[src/rtl/uart_pkg.sv]
// uart_pkg
// Shared definitions for the UART transmit arbiter:
//   - CNT_W        : width of the frame cycle counter
//   - state_e      : arbiter state encoding (IDLE = 0, SEND = 1, WAIT = 2)
//   - calc_bps_cnt : clock cycles per serial bit time
//   - calc_gap_cnt : clock cycles reserved per frame before the next grant
package uart_pkg;

    localparam int unsigned CNT_W = 20;

    typedef enum logic [1:0] {
        IDLE = 2'd0,
        SEND = 2'd1,
        WAIT = 2'd2
    } state_e;

    function automatic int unsigned calc_bps_cnt(input int unsigned clk_fre,
                                                 input int unsigned bps);
        return clk_fre / bps;
    endfunction

    // 10 bit times of frame plus one bit time that absorbs the 2-cycle
    // start-edge detect latency of uart_tx and leaves some margin.
    function automatic int unsigned calc_gap_cnt(input int unsigned bps_cnt);
        return 11 * bps_cnt;
    endfunction

endpackage

[src/rtl/rr_arb4.sv]
// rr_arb4
// Four-way combinational round-robin picker. Searches req from index ptr
// upward, wrapping 3 -> 0, and returns the first asserted bit as a one-hot
// grant (all zero when nothing is requested).
//   req [3:0] : request bits
//   ptr [1:0] : highest-priority index for this pick
//   gnt [3:0] : one-hot grant
module rr_arb4 (
    input  logic [3:0] req,
    input  logic [1:0] ptr,
    output logic [3:0] gnt
);

    logic [1:0] idx;
    logic       found;

    always_comb begin
        gnt   = '0;
        found = 1'b0;
        idx   = '0;
        for (int i = 0; i < 4; i++) begin
            // 2-bit addition wraps naturally from 3 back to 0
            idx = ptr + 2'(i);
            if (!found && req[idx]) begin
                gnt[idx] = 1'b1;
                found    = 1'b1;
            end
        end
    end

endmodule

[src/rtl/uart_tx_arb.sv]
// uart_tx_arb
// Round-robin arbiter that shares one downstream uart_tx between four byte
// requesters. A grant latches the byte, pulses uart_tx_en for EN_HOLD cycles
// and then holds off further grants until the serial frame has gone out.
//   sys_clk      : system clock (rising edge)
//   sys_rst_n    : asynchronous active-low reset
//   req_valid    : per-requester byte pending
//   req_data     : requester i byte in [8i+7:8i]
//   req_ready    : one-hot grant, only while idle
//   uart_tx_data : byte presented to uart_tx, held until the next grant
//   uart_tx_en   : start request to uart_tx
//   busy         : high while a byte is being sent or its frame is pending
//   grant_id     : index of the requester whose byte is being sent
//
// state | meaning
// ------+-----------------------------------------------------------------
// IDLE  | no frame in flight; req_ready offers the round-robin pick
// SEND  | uart_tx_en high, counter counts EN_HOLD cycles from grant
// WAIT  | uart_tx_en low, counter runs on until the frame gap has elapsed
module uart_tx_arb
    import uart_pkg::*;
#(
    parameter int unsigned BPS     = 'd9_600,
    parameter int unsigned CLK_FRE = 'd50_000_000,
    parameter int unsigned EN_HOLD = 4
) (
    input  logic        sys_clk,
    input  logic        sys_rst_n,
    input  logic [3:0]  req_valid,
    input  logic [31:0] req_data,
    output logic [3:0]  req_ready,
    output logic [7:0]  uart_tx_data,
    output logic        uart_tx_en,
    output logic        busy,
    output logic [1:0]  grant_id
);

    localparam int unsigned BPS_CNT = calc_bps_cnt(CLK_FRE, BPS);
    localparam int unsigned GAP_CNT = calc_gap_cnt(BPS_CNT);

    localparam logic [CNT_W-1:0] CNT_MAX  = '1;
    localparam logic [CNT_W-1:0] EN_LAST  = CNT_W'(EN_HOLD - 1);
    localparam logic [CNT_W-1:0] GAP_LAST = CNT_W'(GAP_CNT - 1);

    if (EN_HOLD < 2 || EN_HOLD > 8) begin : g_bad_en_hold
        $error("uart_tx_arb: EN_HOLD must lie in 2..8");
    end

    if (GAP_CNT > (1 << CNT_W) - 1) begin : g_bad_gap_cnt
        $error("uart_tx_arb: GAP_CNT does not fit the frame counter");
    end

    state_e           state_q, state_d;
    logic [1:0]       ptr_q, ptr_d;
    logic [CNT_W-1:0] cnt_q, cnt_d;
    logic [7:0]       data_q, data_d;
    logic [1:0]       gid_q, gid_d;

    logic [3:0]       gnt;
    logic [1:0]       gnt_idx;
    logic             accept;

    rr_arb4 u_rr_arb4 (
        .req (req_valid),
        .ptr (ptr_q),
        .gnt (gnt)
    );

    // Gated by reset as well so req_ready is low the instant reset asserts,
    // even though the state register already sits at IDLE.
    assign req_ready = (state_q == IDLE && sys_rst_n) ? gnt : 4'b0000;
    assign accept    = |(req_valid & req_ready);

    always_comb begin
        gnt_idx = '0;
        for (int i = 0; i < 4; i++) begin
            if (gnt[i]) begin
                gnt_idx = 2'(i);
            end
        end
    end

    always_comb begin
        state_d = state_q;
        ptr_d   = ptr_q;
        data_d  = data_q;
        gid_d   = gid_q;
        // Saturate rather than wrap so a stalled frame can never alias
        // back into an early terminal count.
        cnt_d   = (cnt_q == CNT_MAX) ? cnt_q : cnt_q + 1'b1;

        case (state_q)
            IDLE: begin
                cnt_d = cnt_q;
                if (accept) begin
                    state_d = SEND;
                    cnt_d   = '0;
                    data_d  = req_data[8*gnt_idx +: 8];
                    gid_d   = gnt_idx;
                    ptr_d   = gnt_idx + 2'd1;
                end
            end
            SEND: begin
                if (cnt_q >= EN_LAST) begin
                    state_d = WAIT;
                end
            end
            WAIT: begin
                // Counter started at SEND entry, so IDLE is reached exactly
                // GAP_CNT cycles after the grant took effect.
                if (cnt_q >= GAP_LAST) begin
                    state_d = IDLE;
                end
            end
            default: begin
                state_d = IDLE;
            end
        endcase
    end

    always_ff @(posedge sys_clk or negedge sys_rst_n) begin
        if (!sys_rst_n) begin
            state_q <= IDLE;
            ptr_q   <= '0;
            cnt_q   <= '0;
            data_q  <= '0;
            gid_q   <= '0;
        end else begin
            state_q <= state_d;
            ptr_q   <= ptr_d;
            cnt_q   <= cnt_d;
            data_q  <= data_d;
            gid_q   <= gid_d;
        end
    end

    assign uart_tx_data = data_q;
    assign grant_id     = gid_q;
    assign uart_tx_en   = (state_q == SEND);
    assign busy         = (state_q != IDLE);

endmodule

[config.mk]
export PLATFORM = sky130hd
export DESIGN_NAME = uart_tx_arb
export DESIGN_NICKNAME = d
export VERILOG_FILES = /design/src/rtl/uart_pkg.sv /design/src/rtl/rr_arb4.sv /design/src/rtl/uart_tx_arb.sv
export SDC_FILE = /design/constraint.sdc
export NUM_CORES = 1
export LEC_CHECK = 0
export ABC_AREA = 1
export CORE_MARGIN = 1
export CORE_UTILIZATION = 40
export DETAILED_ROUTE_END_ITERATION = 7
export DONT_BUFFER_PORTS = 1
export PLACE_DENSITY = 0.54
export SLEW_MARGIN = 20
export SYNTH_ARGS = -nofsm -noshare
export SYNTH_HDL_FRONTEND = slang
export SYNTH_SLANG_ARGS = --single-unit
[constraint.sdc]
create_clock -name sys_clk -period 3.5 [get_ports sys_clk]
set_clock_uncertainty 0.05 [all_clocks]
set_input_delay 1.05 -clock sys_clk [delete_from_list [all_inputs] [get_ports sys_clk]]
set_output_delay 1.05 -clock sys_clk [all_outputs]
set_load 0.01 [all_outputs]
==> results of run 1 <==
## flip-flops by register name (all words and copies together) (netlist names)
| name | count |
|---|---|
| ptr_q | 2 |
| cnt_q | 20 |
| grant_id | 2 |
| uart_tx_data | 8 |
| state_q | 2 |
## critical path, stage by stage, from the launching register on
cell and delay, ps:
dfrtp_1 480, inv_1 170, ha_1 350, inv_1 110
nand3_1 80, nand2_1 120, nand2_4 90, nor3_1 240
nor2_2 110, nor2_1 190
## final cells by class
type                       instances  area share [%]
clock buffer                       6            2.93
clock inverter                     2           0.444
inverter                          64            8.52
multi-input combinational        319            53.7
sequential                        34            30.2
tap                               77            3.42
timing repair buffer               3           0.799
## power breakdown
part / internal, uW / switching, uW / leakage, uW
clock: 158 / 146 / 0.0000472
combinational: 498 / 1090 / 0.000990
sequential: 496 / 125 / 0.000451
## metal layers
layer / vias to the layer above / track usage [%] / part of all wire, %
met3: 11 / 4.15 / 4.3
met2: 54 / 31.3 / 44
met5: - / 0 / 0
li1: 1336 / - / -
met4: 0 / 6.16 / 1.9
met1: 1162 / 27.1 / 50
## cells in the mapped netlist (all sizes together)
cell type / number
dfrtp: 34
a31oi: 1
nor2: 63
inv: 64
clkbuf: 1
nand3: 53
nor4: 4
o21ai: 14
nand4: 4
o211ai: 1
nand2: 139
xnor2: 2
nor3: 23
buf: 8
nor3b: 1
ha: 7
xor2: 1
a21oi: 4
or2: 2
## logic make-up after synthesis
group,Yosys count
buffers and inverters,73
AND/OR/NAND/NOR,289
flip-flops,34
adder cells (fa/ha/maj),7
XOR/XNOR,3
AO/OA/AOI/OAI,20
## through the flow
step	hold WS [ps]	std cells	util (%)	power, uW	setup slack [ps]
5_1_grt	378	505	44.2	2800	40.0
3_3_place_gp	462	497	42.7	2200	385
3_5_place_dp	477	497	42.7	2220	346
6_report	400	505	44.2	2510	178
2_1_floorplan	445	426	-	1890	339
4_1_cts	386	505	44.1	2540	69.0
## what timing repair did
action | in CTS | in global routing
setup endpoints to repair | 0 | 3
endpoints found under the hold margin | 0 | 0
buffers inserted | 0 | 0
gates resized for setup | 0 | 1
## how the worst min path moves through the flow
stage,from,endpoint,slack (ps),cells past startpoint
6_report,sys_rst_n,state_q[1],400,0
5_1_grt,sys_rst_n,uart_tx_data[7],380,0
4_1_cts,sys_rst_n,cnt_q[12],390,0
3_5_place_dp,cnt_q[1],cnt_q[1],480,2
3_3_place_gp,cnt_q[1],cnt_q[1],460,2
2_1_floorplan,cnt_q[1],cnt_q[1],450,2
==> metrics.txt, run 1 <==
core area 0.00639 mm2; Yosys top cell by area dfrtp_1; Max VDD drop 0.000453 V; CTS tree done; DP Wirelength 4880 um; sequential cell area 852 um2; Post-Synthesis Cells 426; Tot GR Track Use 19.8%; Slew HR 35.1%; final non-filler cell area 0.00282 mm2; FF-to-FF setup slack 600 ps; Area Overhead vs Synth 5.92%; root buffer cell clkbuf_8; CP required 2400 ps; Final GP Congestion 0.853; Antenna Diode Count 0; critical path type flip-flop to output pin; critical-path maximum fanout 7; Worst Tran Pin Value 974 ps; cell row count 29; CTS clk-pin slew, worst paths 70 ps; IO Pins 54; Synth area leaders dfrtp_1 (32%), nand2_1 (18%), nand3_1 (9.0%); Via density 5.08; wire per inst 13.0 um; Final period util 94.9%; H-Tree Depth 2; Critical Path End req_ready[2]; die width 83.6 um; # hold bufs at CTS 0; clk sinks 34; # port buffers 0; Initial Utilization 41.7%; Routed Antenna Nets 0; fraction of layout cells with a size suffix above 1 7.94%; first-pass GRT wire length 11,300 um; Die ar. 0.00699 mm2; Area after DPL 0.00272 mm2; Residual DRC 0; Clock Tree Buf Depth 2; Achievable Freq 301 MHz; setup violators final 0; Detailed Route WL 6550 um; Mapped Avg Cell Area 6.25 um2; vias in the first global route 2,441; Warnings, synthesis 0; DR iter-0 viols 107; largest net degree at the start of global routing 36; outcome finished, final reports clean; Final Hold Fails 0; leak pwr 0.00149 uW; post-synthesis net count 471; top-area cell type share of the netlist area 32.0%; Max-Cap Viols 0; unrepaired setup endpoints after global routing no; Synth Cell Area 0.00266 mm2; R2R Path End cnt_q[6]; Fin Setup TNS 0 ps; commonest non-fill, non-tap cells in the layout nand2_1 (131), inv_1 (62), nor2_1 (60); area share of fa/ha/maj cells after synthesis 3.29%; XOR/XNOR share of the synthesized area 0.987%; Overflow after GRT 0; crit end category output pin; Seq cells post-synth 34; TritonCTS buffer count 5; Crit Reg-Reg Startpoint ptr_q[1]; minimum clock period 3320 ps; CP Launch Type flip-flop; most common cell after layout, fill and taps aside nand2_1; routed vias 2,563; largest family of logic cells by synthesized area simple AND/OR/NAND/NOR gates; Synth Area in Compound Gates 4.04%; multiplexer area fraction after synthesis 0%; power density cells 892 mW/mm2; FF-to-FF path depth 12; TritonRoute pass-1 iters 4; crit path from ptr_q[1]; fill count 701; Max Slew Vio Count 0; critical path data arrival time 2220 ps; area occupied by multi-input gates 0.00151 mm2; part of the Yosys area used for sequential elements 32.0%; Clk Latency, worst-skew pair 290 ps; final net count 472; synth unique cells 30; HP Class primary input to async pin; Die Ht 83.6 um; simple-gate area share of the yosys netlist 48.5%; initial antenna violation count 0
Power figures use the tool's default switching activity.
==> run 2: changes to the inputs <==
--- a/config.mk
+++ b/config.mk
@@ -6,10 +6,12 @@
 export NUM_CORES = 1
 export LEC_CHECK = 0
 export ABC_AREA = 1
+export CAP_MARGIN = 15
 export CORE_MARGIN = 1
 export CORE_UTILIZATION = 40
 export DETAILED_ROUTE_END_ITERATION = 7
 export DONT_BUFFER_PORTS = 1
+export GPL_ROUTABILITY_DRIVEN = 0
 export PLACE_DENSITY = 0.54
 export SLEW_MARGIN = 20
 export SYNTH_ARGS = -nofsm -noshare
==> metrics.txt, run 2 (synthesized netlist as in run 1, its figures left out) <==
Worst Tran Pin Value 939 ps (-34.7 ps); setup violators final 0 (unchanged); unrepaired setup endpoints after global routing no; most common cell after layout, fill and taps aside nand2_1; Fin Setup TNS 0 ps (unchanged); vias in the first global route 2,418 (-0.94%); power density cells 884 mW/mm2 (-0.86%); first-pass GRT wire length 11,000 um (-2.6%); most used cell, CP inv_1; H-Tree Depth 2 (unchanged); Residual DRC 0 (unchanged); critical path buffer and inverter count 2 (unchanged); CTS clk-pin slew, worst paths 70 ps (about the same); Max-Cap Viols 0 (unchanged); most flop-heavy register cnt_q; Placed Cells 497 (unchanged); Clk Latency, worst-skew pair 280 ps (about the same); Max VDD drop 0.000474 V (+4.7%); critical path type flip-flop to output pin; DR iter-0 viols 121 (+13%); Routed Antenna Nets 0 (unchanged); Antenna Diode Count 0 (unchanged); Clock Tree Buf Depth 2 (unchanged); Slew HR 37.4% (+2.3 points); minimum clock period 3230 ps (-88.8 ps); largest net degree at the start of global routing 36 (unchanged); CTS tree done; worst-path cell chain inv_1, ha_1, inv_1, nand3_1, nand2_1, nand2_4, nor3_1, nor2_2, nor2_1; DP Wirelength 4800 um (-1.6%); met3 GRT Util 4.75% (+0.59 points); critical-path maximum fanout 7 (unchanged); combinational cell fraction of total power 63.3% (about the same); leak pwr 0.00149 uW (about the same); Tot GR Track Use 19.2% (-0.64 points); wire per inst 12.7 um (-1.7%); outcome finished, final reports clean; Achievable Freq 309 MHz (+2.7%); initial antenna violation count 0 (unchanged); final net count 472 (unchanged); P_int 1150 uW (+0.13%); family with the most delay on the worst path simple AND/OR/NAND/NOR gates; commonest non-fill, non-tap cells in the layout nand2_1 (131), inv_1 (62), nor2_1 (60); fin cells 505 (unchanged); Overflow after GRT 0 (unchanged); # hold bufs at CTS 0 (unchanged); HP Class primary input to async pin; Die Ht 83.6 um (unchanged); GR peak layer met2; TritonCTS buffer count 5 (unchanged); die width 83.6 um (unchanged); critical path data arrival time 2130 ps (-90 ps); IO Pins 54 (unchanged); Detailed Route WL 6440 um (-1.7%); GR Util met2 30.7% (-0.67 points); worst stage delay on the critical path 460 ps (-20 ps); Tot Pwr 2490 uW (-0.95%); FF-to-FF setup slack 680 ps (+80 ps); CP Launch Type flip-flop; Die ar. 0.00699 mm2 (unchanged); fill count 682 (-2.7%); Area Overhead vs Synth 5.83% (about the same); Fin Hold WS 406 ps (+5.99 ps); slowest CP cell dfrtp_2; max reg flops 20 (unchanged); root buffer cell clkbuf_8; CP required 2400 ps (about the same); met1 usage 26.0% (-1.1 points); Switching Share 53.7% (-0.50 points); crit end category output pin; P_sw 1340 uW (-1.9%); Seq pwr share 24.8% (about the same); Final period util 92.4% (-2.5 points); routed vias 2,556 (-0.27%); Clock power frac 11.9% (-0.2 points); # port buffers 0 (unchanged); fraction of layout cells with a size suffix above 1 7.94% (unchanged); cell row count 29 (unchanged); clk sinks 34 (unchanged); TritonRoute pass-1 iters 5 (+1); core area 0.00639 mm2 (unchanged); Via density 5.06 (-0.27%); Max Slew Vio Count 0 (unchanged); Final Hold Fails 0 (unchanged); Initial Utilization 41.7% (unchanged)
run 2: changes by cell type in the layout (fill, tap and decap cells not counted):
| cell | previous run | this run |
|---|---|---|
| clkbuf_1 | 0 | 1 |
| clkinvlp_4 | 1 | 0 |
| dfrtp_2 | 1 | 2 |
| dfrtp_1 | 33 | 32 |
run 2: per-layer routing:
layer,vias up,wire length [um]
li1,1331,-
met1,1143,3100
met2,74,2890
met3,8,372
met4,0,77
met5,-,0
run 2: stage by stage:
stage | util (%) | cell area [um2] | setup slack [ps]
after floorplan | - | 2660 | 339
final | 44.1 | 2820 | 267
after CTS | 44.1 | 2820 | 110
after global placement | 42.7 | 2720 | 393
after detailed placement | 42.7 | 2720 | 343
after global routing | 44.1 | 2820 | 68.3
run 2: layout make-up:
| type | instances | area, um2 | share of cell area (%) |
|---|---|---|---|
| sequential | 34 | 853 | 30.3 |
| clock inverter | 1 | 5.00 | 0.178 |
| tap | 77 | 96.3 | 3.42 |
| multi-input combinational | 319 | 1510 | 53.7 |
| clock buffer | 7 | 86.3 | 3.06 |
| inverter | 64 | 240 | 8.53 |
| timing repair buffer | 3 | 22.5 | 0.799 |
run 2: final timing paths:
| path | startpoint | to | cells past startpoint |
|---|---|---|---|
| min | sys_rst_n | cnt_q[17] | 0 |
| min in group sys_clk | cnt_q[1] | cnt_q[1] | 2 |
| max reg2reg | ptr_q[0] | cnt_q[5] | 12 |
| max | ptr_q[1] | req_ready[2] | 9 |
| max in group asynchronous | sys_rst_n | ptr_q[1] | 0 |
| min reg2reg | cnt_q[1] | cnt_q[1] | 2 |
run 2: power groups by stage:
stage	sequential (uW)	combinational (uW)	clock [uW]
global placement	623	1580	0
CTS	618	1590	311
finish	617	1580	296
global route	635	1820	328
floorplan	595	1300	0
detailed placement	622	1590	0
run 2: worst register-to-register path, cell delays in order (launching register included):
cell and delay (ps):
dfrtp_2 460, inv_2 120, ha_1 350, inv_1 80, nand3_1 80, nand2_1 90, nand2_4 120, inv_2 50
nand3_1 80, nand3_1 190, nand3_2 130, nand4_2 570, nor3_1 360
run 2: what timing repair did:
item | in CTS | in global routing
gates resized for setup | 0 | 2
setup endpoints to repair | 0 | 3
setup buffers | 0 | 0
==> run 3: changes to the inputs <==
--- a/config.mk
+++ b/config.mk
@@ -7,7 +7,7 @@
 export LEC_CHECK = 0
 export ABC_AREA = 1
 export CAP_MARGIN = 15
-export CORE_MARGIN = 1
+export CORE_MARGIN = 4
 export CORE_UTILIZATION = 40
 export DETAILED_ROUTE_END_ITERATION = 7
 export DONT_BUFFER_PORTS = 1
==> constraint.sdc (replaced) <==
create_clock -name sys_clk -period 3.5 [get_ports sys_clk]
set_clock_uncertainty 0.05 [all_clocks]
set_input_delay 1.05 -clock sys_clk [delete_from_list [all_inputs] [get_ports sys_clk]]
set_output_delay 1.05 -clock sys_clk [all_outputs]
set_load 0.005 [all_outputs]
==> metrics.txt, run 3 (synthesized netlist as in run 1, its figures left out) <==
crit path from ptr_q[0]; Placed Cells 497 (unchanged); DR iter-0 viols 91 (-25%); routed vias 2,530 (-1.0%); core area 0.00642 mm2 (+0.57%); vias in the first global route 2,416 (-0.083%); R2R Path End uart_tx_data[0]; fraction of layout cells with a size suffix above 1 8.18% (+0.23 points); Area Overhead vs Synth 6.67%; Max-Cap Viols 0 (unchanged); H-Tree Depth 2 (unchanged); outcome finished, final reports clean; minimum clock period 3240 ps (+2.87 ps); Max VDD drop 0.000357 V (-25%); most common cell after layout, fill and taps aside nand2_1; # port buffers 0 (unchanged); Final Hold Fails 0 (unchanged); Initial Utilization 41.5% (-0.24 points); Slew HR 38.0% (+0.63 points); GR Util met2 27.5% (-3.2 points); critical path data arrival time 2140 ps (about the same); cell row count 29 (unchanged); Detailed Route WL 6680 um (+3.8%); Achievable Freq 309 MHz (about the same); initial antenna violation count 0 (unchanged); crit end category output pin; family with the most delay on the worst path simple AND/OR/NAND/NOR gates; path length in cells of the critical path 9 (unchanged); TritonCTS buffer count 5 (unchanged); clk sinks 34 (unchanged); wire per inst 13.2 um (+3.8%); # hold bufs at CTS 0 (unchanged); HP Class primary input to async pin; leak pwr 0.00149 uW (+0.14%); fin cells 505 (unchanged); die width 89.6 um (+7.2%); worst stage delay on the critical path 480 ps (+20 ps); fill count 716 (+5.0%); Clock power frac 14.6% (+2.7 points); Routed Antenna Nets 0 (unchanged); Die Ht 89.6 um (+7.2%); most flop-heavy register cnt_q; Tot GR Track Use 17.9% (-1.3 points); root buffer cell clkbuf_8; IO Pins 54 (unchanged); max reg flops 20 (unchanged); Post CTS Setup Buffer Count 0 (unchanged); Switching Share 52.7% (-1.0 points); P_sw 1340 uW (+0.44%); slowest CP cell dfrtp_2; Overflow after GRT 0 (unchanged); Critical Path End req_ready[2]; critical path type flip-flop to output pin; Residual DRC 0 (unchanged); Max Slew Vio Count 0 (unchanged); unrepaired setup endpoints after global routing no; CTS clk-pin slew, worst paths 80 ps (about the same); worst-path cell chain inv_2, ha_1, inv_1, nand3_1, nand2_1, nand2_4, nor3_1, nor2_2, nor2_1; FF-to-FF setup slack 690 ps (about the same); Clock Tree Buf Depth 2 (unchanged); setup violators final 0 (unchanged); Worst Tran Pin Value 930 ps (-9.49 ps); Antenna Diode Count 0 (unchanged); met1 usage 24.7% (-1.3 points); met3 GRT Util 4.74% (about the same); CP required 2400 ps (about the same); GR peak layer met2; first-pass GRT wire length 11,200 um (+1.8%); Die ar. 0.00803 mm2 (+15%); CTS resizes 0 (unchanged); Seq pwr share 23.6% (-1.2 points); Tot Pwr 2550 uW (+2.4%); Via density 5.01 (-1.0%); final net count 472 (unchanged); critical path buffer and inverter count 2 (unchanged); P_int 1210 uW (+4.6%); TritonRoute pass-1 iters 4 (-1); power density cells 898 mW/mm2 (+1.6%); CP Launch Type flip-flop; Fin Setup TNS 0 ps (unchanged); critical-path maximum fanout 10 (+3); Fin Hold WS 389 ps (-17.1 ps); Clk Latency, worst-skew pair 300 ps (+20 ps); CTS tree done; Crit Reg-Reg Startpoint ptr_q[0]; DP Wirelength 5050 um (+5.1%); FF-to-FF path depth 13 (+1); largest net degree at the start of global routing 36 (unchanged); Final period util 92.5% (about the same); commonest non-fill, non-tap cells in the layout nand2_1 (131), inv_1 (62), nor2_1 (60); combinational cell fraction of total power 61.9% (-1.4 points); Core Util, Final 44.2% (+0.10 points)
[run 3: per-stage QoR]
step	instance area, um2	setup slack, ps
5_1_grt	2840	75.5
6_report	2840	264
3_5_place_dp	2720	412
4_1_cts	2840	125
2_1_floorplan	2660	401
3_3_place_gp	2720	464
[run 3: final cells by class]
cell class	count	area, um2	share of cell area [%]
well taps	77	96.3	3.39
clock buffers	5	68.8	2.42
multi-input cells	319	1510	53.3
flip-flops and latches	34	853	30.0
repair buffers	3	22.5	0.793
inverters	64	240	8.46
clock inverters	3	45.0	1.59
[run 3: power groups by stage]
stage	clock (uW)	sequential (uW)	combinational [uW]
after floorplan	0	575	1290
after global placement	0	606	1580
after detailed placement	0	605	1600
after CTS	386	601	1600
after global routing	395	621	1810
final	371	601	1580
[run 3: worst min-delay path by stage]
stage	slack [ps]	from	end	depth (start not counted)
final	390	sys_rst_n	cnt_q[5]	0
after global routing	370	sys_rst_n	cnt_q[1]	0
after CTS	380	sys_rst_n	cnt_q[1]	0
after detailed placement	450	uart_tx_data[4]	uart_tx_data[4]	2
after global placement	450	uart_tx_data[6]	uart_tx_data[6]	2
after floorplan	420	uart_tx_data[0]	uart_tx_data[0]	2
[run 3: per-layer routing]
metal / routed length, um / up-vias
li1: - / 1332
met1: 3200 / 1124
met2: 3000 / 67
met3: 410 / 7
met4: 68 / 0
met5: 0 / -
